<file path="src/rtl/serializer_pkg.sv">
// Shared types and constants for the serializer/deserializer pair.
// Counter width is derived from the word length so both sides agree.
package serializer_pkg;

  typedef enum logic {
    IDLE  = 1'b0,
    SHIFT = 1'b1
  } state_e;

  localparam int DEF_WIDTH = 4;

  // A WIDTH-bit word needs indices 0..WIDTH-1; never narrower than one bit.
  function automatic int cnt_w(input int width);
    return (width < 2) ? 1 : $clog2(width);
  endfunction

  localparam int     DEF_CNT_W  = cnt_w(DEF_WIDTH);
  localparam state_e RST_STATE  = IDLE;
  localparam logic   RST_SOUT   = 1'b0;
  localparam logic   RST_SVALID = 1'b0;
  localparam logic   RST_DONE   = 1'b0;

endpackage

</file>
<file path="src/rtl/bit_counter.sv">
// Bit-position counter with sync clear, enable and terminal-count flag.
// Holds at WIDTH-1 rather than wrapping; the owner clears it.
module bit_counter
  import serializer_pkg::*;
#(
  parameter int WIDTH = DEF_WIDTH,
  parameter int CW    = cnt_w(WIDTH)
) (
  input  logic          clk,
  input  logic          rst,
  input  logic          clr,
  input  logic          en,
  output logic [CW-1:0] cnt,
  output logic          tc
);

  assign tc = (cnt == CW'(WIDTH - 1));

  always_ff @(posedge clk or negedge rst) begin
    if (!rst)           cnt <= '0;
    else if (clr)       cnt <= '0;
    else if (en && !tc) cnt <= cnt + 1'b1;
  end

endmodule

</file>
<file path="src/rtl/piso_serializer.sv">
// Parallel-in/serial-out stage: accepts a word on valid/ready and shifts it
// out one bit per clock, with a qualifying valid and an end-of-word pulse.
module piso_serializer
  import serializer_pkg::*;
#(
  parameter int WIDTH     = DEF_WIDTH,
  parameter bit LSB_FIRST = 1'b1
) (
  input  logic             clk,
  input  logic             rst,
  input  logic [WIDTH-1:0] in_data,
  input  logic             in_valid,
  output logic             in_ready,
  output logic             sout,
  output logic             sout_valid,
  output logic             done
);

  localparam int CW = cnt_w(WIDTH);

  state_e           state, state_nxt;
  logic [WIDTH-1:0] sreg;
  logic [CW-1:0]    cnt;
  logic             last;
  logic             live;
  logic             accept;
  logic             load;
  logic             adv;
  logic             head;

  // Held low through reset and until the first edge after release, so a
  // word presented during reset is never taken on the release edge.
  always_ff @(posedge clk or negedge rst) begin
    if (!rst) live <= 1'b0;
    else      live <= 1'b1;
  end

  always_ff @(posedge clk or negedge rst) begin
    if (!rst) state <= RST_STATE;
    else      state <= state_nxt;
  end

  assign in_ready = live && ((state == IDLE) || last);
  assign accept   = in_valid && in_ready;

  always_comb begin
    state_nxt = state;
    load      = 1'b0;
    adv       = 1'b0;
    case (state)
      IDLE: begin
        if (accept) begin
          load      = 1'b1;
          state_nxt = SHIFT;
        end
      end
      SHIFT: begin
        adv = 1'b1;
        if (last) begin
          if (accept) load      = 1'b1;
          else        state_nxt = IDLE;
        end
      end
      default: state_nxt = IDLE;
    endcase
  end

  bit_counter #(.WIDTH(WIDTH), .CW(CW)) u_cnt (
    .clk (clk),
    .rst (rst),
    .clr (load || (adv && last)),
    .en  (adv),
    .cnt (cnt),
    .tc  (last)
  );

  // Zero fill means the register is already empty once a word drains.
  always_ff @(posedge clk or negedge rst) begin
    if (!rst)      sreg <= '0;
    else if (load) sreg <= in_data;
    else if (adv)  sreg <= LSB_FIRST ? {1'b0, sreg[WIDTH-1:1]}
                                     : {sreg[WIDTH-2:0], 1'b0};
  end

  assign head       = LSB_FIRST ? sreg[0] : sreg[WIDTH-1];
  assign sout       = (state == SHIFT) ? head : RST_SOUT;
  assign sout_valid = (state == SHIFT) ? 1'b1 : RST_SVALID;
  assign done       = (state == SHIFT) ? last : RST_DONE;

endmodule

</file>
<file path="config.mk">
export PLATFORM = sky130hd
export DESIGN_NAME = piso_serializer
export DESIGN_NICKNAME = d
export VERILOG_FILES = /design/src/rtl/serializer_pkg.sv /design/src/rtl/bit_counter.sv /design/src/rtl/piso_serializer.sv
export SDC_FILE = /design/constraint.sdc
export NUM_CORES = 1
export LEC_CHECK = 0
export CORE_AREA = 4 4 47 49
export CTS_CLUSTER_DIAMETER = 60
export DETAILED_ROUTE_END_ITERATION = 16
export DIE_AREA = 0 0 51 53
export PLACE_DENSITY_LB_ADDON = 0.3
export SYNTH_ARGS = -nofsm -noshare
export SYNTH_HDL_FRONTEND = slang
export SYNTH_SLANG_ARGS = --single-unit
</file>
<file path="constraint.sdc">
create_clock -name clk -period 1.7 [get_ports clk]
set_input_delay 0.255 -clock clk [delete_from_list [all_inputs] [get_ports clk]]
set_output_delay 0.255 -clock clk [all_outputs]
set_load 0.01 [all_outputs]
</file>
Word-level counts from Yosys, hierarchy flattened
Cells that the tools add are included.
{ "classes": {"n_eq_ne": 1, "bitwise_logic": 1, "add_sub_neg": 1, "n_mux": 12, "n_reduce_logical": 9} }
{ "op_table": {"columns": ["op", "n"], "rows": [
  ["$mux 4", 2],
  ["$mux 1", 6],
  ["$logic_and 1x1->1", 4],
  ["$mux 2", 2],
  ["$pmux 1 s2", 2],
  ["$reduce_bool 2->1", 2],
  ["$add 2x1->2 const B", 1],
  ["$eq 2x2->1 const B", 1],
  ["$logic_or 1x1->1", 2],
  ["$logic_not 1->1", 1],
  ["$not 1->1", 1]
]} }
{ "totals": {"register_bits": 8, "output_inout_bits": 4, "in_bits": 7, "elab_cells": 28} }

Depth between registers and ports, before layout
Gate-level depths: netlist of run 1.
{ "logic_depth": {"depth_word": 9, "ltp_mapped": 4, "depth_no_buf": 4} }

Hierarchy
From an unflattened synthesis of run 1, not the netlist that was laid out.
{ "unflattened": {"hier_cells": 33, "hier_area_um2": 461.7} }
{ "modules_own_cells": {"columns": ["mod", "cells_each", "seq_area_each_um2", "instances", "area_each_um2"], "rows": [
  ["piso_serializer", 23, 150.1, 1, 337.8],
  ["bit_counter", 10, 50.0, 1, 123.9]
]} }

Worst setup path after synthesis of run 1
No wires, ideal clock.
{ "synth_path": {"kind": "reg2reg", "startpoint": "register u_cnt.cnt[0]", "endpoint": "register sreg[0]", "t_arrival_ns": 1.184, "synth_period_minus_slack_ns": 1.309, "setup_ns": 0.125, "path_stages_with_launch": 5, "n_path_buf": 0, "setup_slack_ns": 0.391, "required_time_ns": 1.575, "cell_sequence": "dfrtp_1 -> ha_1 -> nand2b_4 -> and2b_4 -> mux2_4"} }
{ "synth_between": {"elab_chain_cells": 8, "word_cells_on_any_way": 9, "cone_classes": "eq/ne (1); mux (4); reduce/logical (4)"} }
{ "synth_rtl": {"columns": ["item", "line", "rtl"], "rows": [
  ["from (decl)", "bit_counter.sv:13", "output logic [CW-1:0] cnt,"],
  ["from (signal assigned)", "bit_counter.sv:22", "else if (en && !tc) cnt <= cnt + 1'b1;"],
  ["$eq 2x2->1 (*)", "bit_counter.sv:17", "assign tc = (cnt == CW'(WIDTH - 1));"],
  ["$logic_or 1x1->1", "piso_serializer.sv:43", "assign in_ready = live && ((state == IDLE) || last);"],
  ["$logic_and 1x1->1", "piso_serializer.sv:43", null],
  ["$logic_and 1x1->1", "piso_serializer.sv:44", "assign accept = in_valid && in_ready;"],
  ["$mux 1", "piso_serializer.sv:52, piso_serializer.sv:60", null],
  ["$mux 1", "piso_serializer.sv:59", "if (last) begin"],
  ["$pmux 1 s2 (*)", "piso_serializer.sv:50", "case (state)"],
  ["$mux 4 / $reduce_bool 2->1 (equally long branches)", null, null],
  ["to (signal assigned)", "piso_serializer.sv:80", "else if (load) sreg <= in_data;"],
  ["to (signal assigned)", "piso_serializer.sv:81", "else if (adv) sreg <= LSB_FIRST ? {1'b0, sreg[WIDTH-1:1]}"],
  ["to (decl)", "piso_serializer.sv:22", "logic [WIDTH-1:0] sreg;"]
]} }
Mark *: on every way between the ends. The rest lies on a longest branch, timed or not.
A chain may end at the register's enable or synchronous reset.

Worst setup path after layout of run 1
{ "layout_path": {"startpoint": "register state", "endpoint": "output port sout"} }
{ "layout_between": {"elab_chain_cells": 1} }
{ "layout_rtl": {"columns": ["item", "line", "rtl"], "rows": [
  ["from (decl)", "piso_serializer.sv:21", "state_e state, state_nxt;"],
  ["from (signal assigned)", "piso_serializer.sv:40", "else state <= state_nxt;"],
  ["$mux 1", "piso_serializer.sv:86", "assign sout = (state == SHIFT) ? head : RST_SOUT;"],
  ["to (decl)", "piso_serializer.sv:14", "output logic sout,"]
]} }
No other way between the ends.

==> results.md, run 1 <==
- Final net count: 56
- Layout Skew: 4.07 ps
- Async set-or-reset flop fraction in the synthesized netlist: 1.00
- Largest net degree at the start of global routing: 11
- Final setup viols: 0
- Via count: 272
- Register area share after synthesis: 0.489
- Top cells by area, synth: dfrtp_1 (49%), mux2_4 (15%), mux2_1 (8.3%)
- Fill count: 200
- Drt total wl: 772 um
- First drt pass iteration count: 2
- WL met3: 19 um
- Slew Limit Fails: 0
- Critical Path Max Stage Delay: 530 ps
- # diodes: 0
- Die width: 51 um
- DP HPWL: 572 um
- Crit path cell chain: and2_1, clkdlybuf4s50_1
- I/O pins: 11
- Clock Tree Buf Depth: 2
- Port bufs: 10
- Critical Path Source Type: flip-flop
- Metal-1 WL: 368 um
- Core Area: 1860 um^2
- Cell taking the most area after synthesis: dfrtp_1
- Pwr Density: 1450 nW/um^2
- Fin util: 0.307
- Leakage power: 0.268 nW
- CP required: 1440 ps
- Final GP Congestion: 0.769
- Hold Fails Final Rpt: 0
- CTS H-tree depth: 1
- Die H: 53 um
- Synth Register Bits: 8
- EDFF count, synth: 0
- Final Cycle Share: 0.912
- Antenna viol nets, final: 0
- Min Tclk post-route: 1550 ps
- Initial core utilization: 0.220
- Status: finished, final reports clean
- Worst skew pair latency: 250 ps
- Hold Crit Class: in -> async
- RSZ-0062 raised after global routing: no
- Uppermost layer routed: met4
- CTS buffer count: 3
- Setup_tns: 0 ps
- Routed len/inst: 10.6 um
- Yosys cell types: 14
- Mean Syn Cell Area: 13.2 um^2
- Layout area overhead: 39.8%
- Synthesized area: 409 um^2
- Synth top cells by count: dfrtp_1 (8), mux2_4 (4), and2_1 (3), mux2_1 (3)
- Post-synth top area share: 0.489
- Max IR drop VDD: 0.370 mV
- Setup CP Type: reg -> out
- Starting DRT DRC Count: 1
- Vias in the first global route: 278
- Cell Rows: 16
- Max Clk Rate: 0.645 GHz
- Post-CTS Hold Buffers: 0
- DRC: 0
- Clock slew at reported path FFs: 60 ps
- Layout cells sized above 1: 0.326
- Max Cap Viol: 0
- Metal2 WL: 366 um
- Slowest CP cell: clkdlybuf4s50_1
- Root Buffer: clkbuf_4
- Post-synthesis instance total: 31
- Warnings, synthesis: 0
- Clk sinks: 8
- Total track usage: 0.0689
- Most common cell in the netlist: dfrtp_1
- Critical path endpoint category: output port
- Worst-path fanout max: 5
- Gr ovfl total: 0
- CTS tree: yes
- Synthesized net count: 39
- Crit path arrival time: 1300 ps
- Via-to-Cell Ratio: 3.73
- Dominant synthesized flop cell: dfrtp_1
- Die area: 2700 um^2
- First-pass GRT wire length: 1260 um
- Initial antenna violation count: 0
-- layout make-up --
type | count | area [um^2] | area share
inverter | 1 | 3.75 | 0.00656
sequential | 8 | 201 | 0.352
timing repair buffer | 13 | 116 | 0.204
tap | 27 | 33.8 | 0.0591
multi-input combinational | 21 | 194 | 0.339
clock buffer | 3 | 22.5 | 0.0394
-- cell usage in the layout (no fill, tap or decap) --
| cell type | synthesis | layout |
|---|---|---|
| clkdlybuf4s50_1 | 0 | 8 |
| dfrtp_1 | 8 | 7 |
| mux2_4 | 4 | 4 |
| and2_1 | 3 | 3 |
| mux2_1 | 3 | 3 |
| clkbuf_4 | 0 | 3 |
| buf_4 | 0 | 3 |
| nand2_1 | 2 | 2 |
| nand3b_1 | 2 | 2 |
| o21ai_1 | 2 | 2 |
| nand2b_4 | 1 | 1 |
| and2b_4 | 1 | 1 |
| inv_1 | 1 | 1 |
| and2b_2 | 1 | 1 |
| ha_1 | 1 | 1 |
| conb_1 | 1 | 1 |
| dlygate4sd2_1 | 0 | 1 |
| clkbuf_2 | 0 | 1 |
| dfrtp_2 | 0 | 1 |
-- metrics by stage --
stage	cell area [um^2]	worst slack, ps	power, mW	cells	hold WS (ps)
floorplan	409	391	0.550	31	-40.6
global placement	532	84.3	0.649	67	470
detailed placement	532	68.8	0.658	67	478
CTS	554	8.95	0.805	70	291
global route	572	74.0	0.912	73	297
finish	572	150	0.830	73	285
-- kinds of logic (layout without fill, tap and decap cells) --
logic type / Yosys count / in the layout / share of synthesized area
flip-flops: 8 / 8 / 0.489
buffers and inverters: 2 / 17 / 0.0367
other: 1 / 1 / 0.00917
AO/OA/AOI/OAI: 2 / 2 / 0.0245
adder cells (fa/ha/maj): 1 / 1 / 0.0306
AND/OR/NAND/NOR: 10 / 10 / 0.180
multiplexers: 7 / 7 / 0.229
-- where the power goes --
part | internal, mW | switching [mW] | leakage, nW
Clock | 0.0810 | 0.0676 | 0.0138
Sequential | 0.259 | 0.0432 | 0.0994
Combinational | 0.237 | 0.142 | 0.155
-- path summary, 6_finish.rpt --
| check | from | to | slack [ps] | depth (start not counted) |
|---|---|---|---|---|
| max reg2reg | u_cnt.cnt[0] | sreg[3] | 340 | 4 |
| min | rst | sreg[0] | 290 | 1 |
| max in group asynchronous | rst | state | 1110 | 1 |
| max | state | sout | 150 | 2 |
| min in group clk | u_cnt.cnt[0] | u_cnt.cnt[0] | 490 | 1 |
| min reg2reg | u_cnt.cnt[0] | u_cnt.cnt[0] | 490 | 1 |
-- timing repair --
action	4_1_cts	5_1_grt
setup buffers	0	3
resized for setup	4	1
setup endpoints to repair	3	2
-- sequential cells by signal, summed over array words and instances (netlist names) --
register and flops:
live 1, u_cnt.cnt 2, state 1, sreg 4
-- routing by layer --
layer	vias to the layer above	global-route usage
met1	130	0.0788
met3	2	0.0169
li1	133	-
met2	7	0.0966
met4	0	0.0807
met5	-	0
-- critical path: cells and delay by family, from the launching register on --
family	cells	cell delay, ps
DFF	1	390
and+or+nand+nor	1	130
buffers and inverters	1	530
Power figures use the tool's default switching activity.
==> inputs of run 2 (changes only) <==
Clock period 1.7 ns to 1.35 ns, I/O delays scaled along.
==> run 2 against run 1 <==
The run now ends with negative setup slack left. Sequential cell count is the same. Clock skew fell by 1.2 ps. Hold slack worse by 55 ps. Critical path depth grew 3. Routed wire length fell by 0.78%. Clock power increased by 25%. Sequential power up 22%. Register-to-register slack got worse by 410 ps. Critical path type is now reg -> reg. Critical endpoint is now sreg[1].
==> results.md, run 2 (synthesis gave the netlist of run 1 again) <==
- First-pass GRT wire length: 1280 um (+1.1%)
- Flop-to-flop setup slack: -70 ps (-410 ps)
- Crit path arrival time: 1560 ps (+260 ps)
- Die area: 2700 um^2 (unchanged)
- I/O pins: 11 (unchanged)
- Setup slack after layout: -73.7 ps (-223 ps)
- Final GP Congestion: 0.753 (-2.1%)
- Setup CP Type: reg -> reg
- Slowest CP cell: dfrtp_1
- Max IR drop VDD: 0.551 mV (+49%)
- CTS tree: yes
- Clock Tree Buf Depth: 2 (unchanged)
- Seq. cell area: 201 um^2 (unchanged)
- Via-to-Cell Ratio: 3.63 (-2.5%)
- Final net count: 62 (+11%)
- Max Clk Rate: 0.702 GHz
- Hold Slack: 230 ps (-55.1 ps)
- Initial antenna violation count: 0 (unchanged)
- Cell Rows: 16 (unchanged)
- Reg power frac: 0.311 (-0.053)
- RSZ-0062 raised after global routing: yes
- Hold Crit Class: in -> async
- Layout area overhead: 52.0%
- Largest net degree at the start of global routing: 9 (-2)
- Vias in the first global route: 283 (+1.8%)
- Root Buffer: clkbuf_4
- Port bufs: 10 (unchanged)
- NetSw: 344 uW (+36%)
- Die H: 53 um (unchanged)
- Final setup viols: 5 (+5)
- Internal power: 839 uW (+45%)
- Core Area: 1860 um^2 (unchanged)
- Worst r2r src: u_cnt.cnt[1]
- Worst-path fanout max: 4 (-1)
- Most common cell after layout, fill and taps aside: buf_4
- Worst flop-to-flop path endpoint: sreg[1]
- Max Cap Viol: 0 (unchanged)
- CTS buffer count: 3 (unchanged)
- Area of the multi-input gates: 199 um^2 (+2.6%)
- Routed len/inst: 9.70 um (-8.3%)
- R2R depth: 5 (+1)
- Crit path cell chain: ha_2, nand2b_4, buf_6, and2b_4, mux2_4
- Critical path endpoint category: flip-flop
- Leakage power: 0.298 nW (+11%)
- DRC: 0 (unchanged)
- Gr ovfl total: 0 (unchanged)
- Clock Power Share: 0.157 (-0.022)
- Antenna viol nets, final: 0 (unchanged)
- Total track usage: 0.0712 (+0.00231)
- Largest regs: sreg (4), u_cnt.cnt (2)
- Commonest cells after routing, fill and taps aside: buf_4 (8), dfrtp_1 (7), clkdlybuf4s50_1 (6), mux2_4 (4)
- Min Tclk post-route: 1420 ps
- Max reg flops: 4 (unchanged)
- Initial core utilization: 0.220 (unchanged)
- Critical Path Source Type: flip-flop
- Clk sinks: 8 (unchanged)
- Layout cells sized above 1: 0.481 (+0.155)
- Layout Skew: 2.91 ps (-1.16 ps)
- # diodes: 0 (unchanged)
- Switching Share: 0.291 (-0.0139)
- Final Cycle Share: 1.05
- First drt pass iteration count: 4 (+2)
- Worst skew pair latency: 250 ps (about the same)
- Status: complete, but fails checks
- Violated checks: negative setup slack
- Logic pwr share: 0.532 (+0.075)
- Drt total wl: 766 um (-0.78%)
- Via count: 287 (+5.5%)
- Hold Fails Final Rpt: 0 (unchanged)
- Post-DP Area: 569 um^2 (+7.1%)
- DP HPWL: 587 um (+2.5%)
- Finished Cell Area: 622 um^2 (+8.8%)
- Slew Limit Fails: 0 (unchanged)
- Pwr Density: 1900 nW/um^2 (+31%)
- Die width: 51 um (unchanged)
- CTS H-tree depth: 1 (unchanged)
- CP required: 1490 ps (+50 ps)
- Starting DRT DRC Count: 6 (+5)
- Final Power: 1.18 mW (+43%)
- Fin util: 0.334 (+0.0269)
- Fill count: 197 (-1.5%)
- Critical Path Max Stage Delay: 390 ps (-140 ps)
- Most flops, register: sreg
- Clock slew at reported path FFs: 60 ps (about the same)
## run 2: changes by cell type in the layout (fill, tap and decap cells not counted), sizes merged
cell           change
buf                +9
clkbuf             -1
clkdlybuf4s50      -2
## run 2: worst max path at each step
stage	start	to	slack, ps
final	u_cnt.cnt[1]	sreg[1]	-70
after detailed placement	u_cnt.cnt[1]	in_ready	-190
after global routing	u_cnt.cnt[1]	in_ready	-120
after floorplan	u_cnt.cnt[0]	sreg[0]	40
after CTS	u_cnt.cnt[1]	in_ready	-90
after global placement	u_cnt.cnt[1]	in_ready	-170
## run 2: power by group through the flow
stage,clock network (mW),logic [mW],registers (mW)
final,0.186,0.629,0.368
after CTS,0.199,0.570,0.370
after floorplan,0,0.325,0.367
after global routing,0.219,0.701,0.381
after detailed placement,0,0.523,0.392
after global placement,0,0.516,0.386
## run 2: timing repair
action                     4_1_cts  5_1_grt
setup endpoints to repair        8        6
gates cloned                     0        0
hold buffers                     0        0
setup buffers                    2        2
pin swaps                        1        1
resized for setup               15        3
## run 2: metrics by stage
step           instances  TNS, ps  setup slack, ps
2_1_floorplan         31        0             41.2
3_3_place_gp          72     -568             -168
3_5_place_dp          72     -677             -186
4_1_cts               77     -383            -89.8
5_1_grt               79     -553             -120
6_report              79     -346            -73.7
## run 2: layer usage
| layer | up-vias | track usage | wire length (um) |
|---|---|---|---|
| met5 | - | 0 | 0 |
| met4 | 0 | 0.0807 | 28 |
| met3 | 4 | 0.0282 | 45 |
| met2 | 9 | 0.0923 | 340 |
| met1 | 130 | 0.0819 | 351 |
| li1 | 144 | - | - |
## run 2: layout make-up
type,count,area share
tap,27,0.0543
timing repair buffer,19,0.260
inverter,1,0.00604
multi-input combinational,21,0.320
sequential,8,0.324
clock buffer,3,0.0362
## run 2: critical path, delay by kind of cell, from the launching register on
family	cells	cell delay, ps
fa+ha+maj	1	190
buf+inv	1	110
flops	1	390
mux	1	290
simple gates	2	320
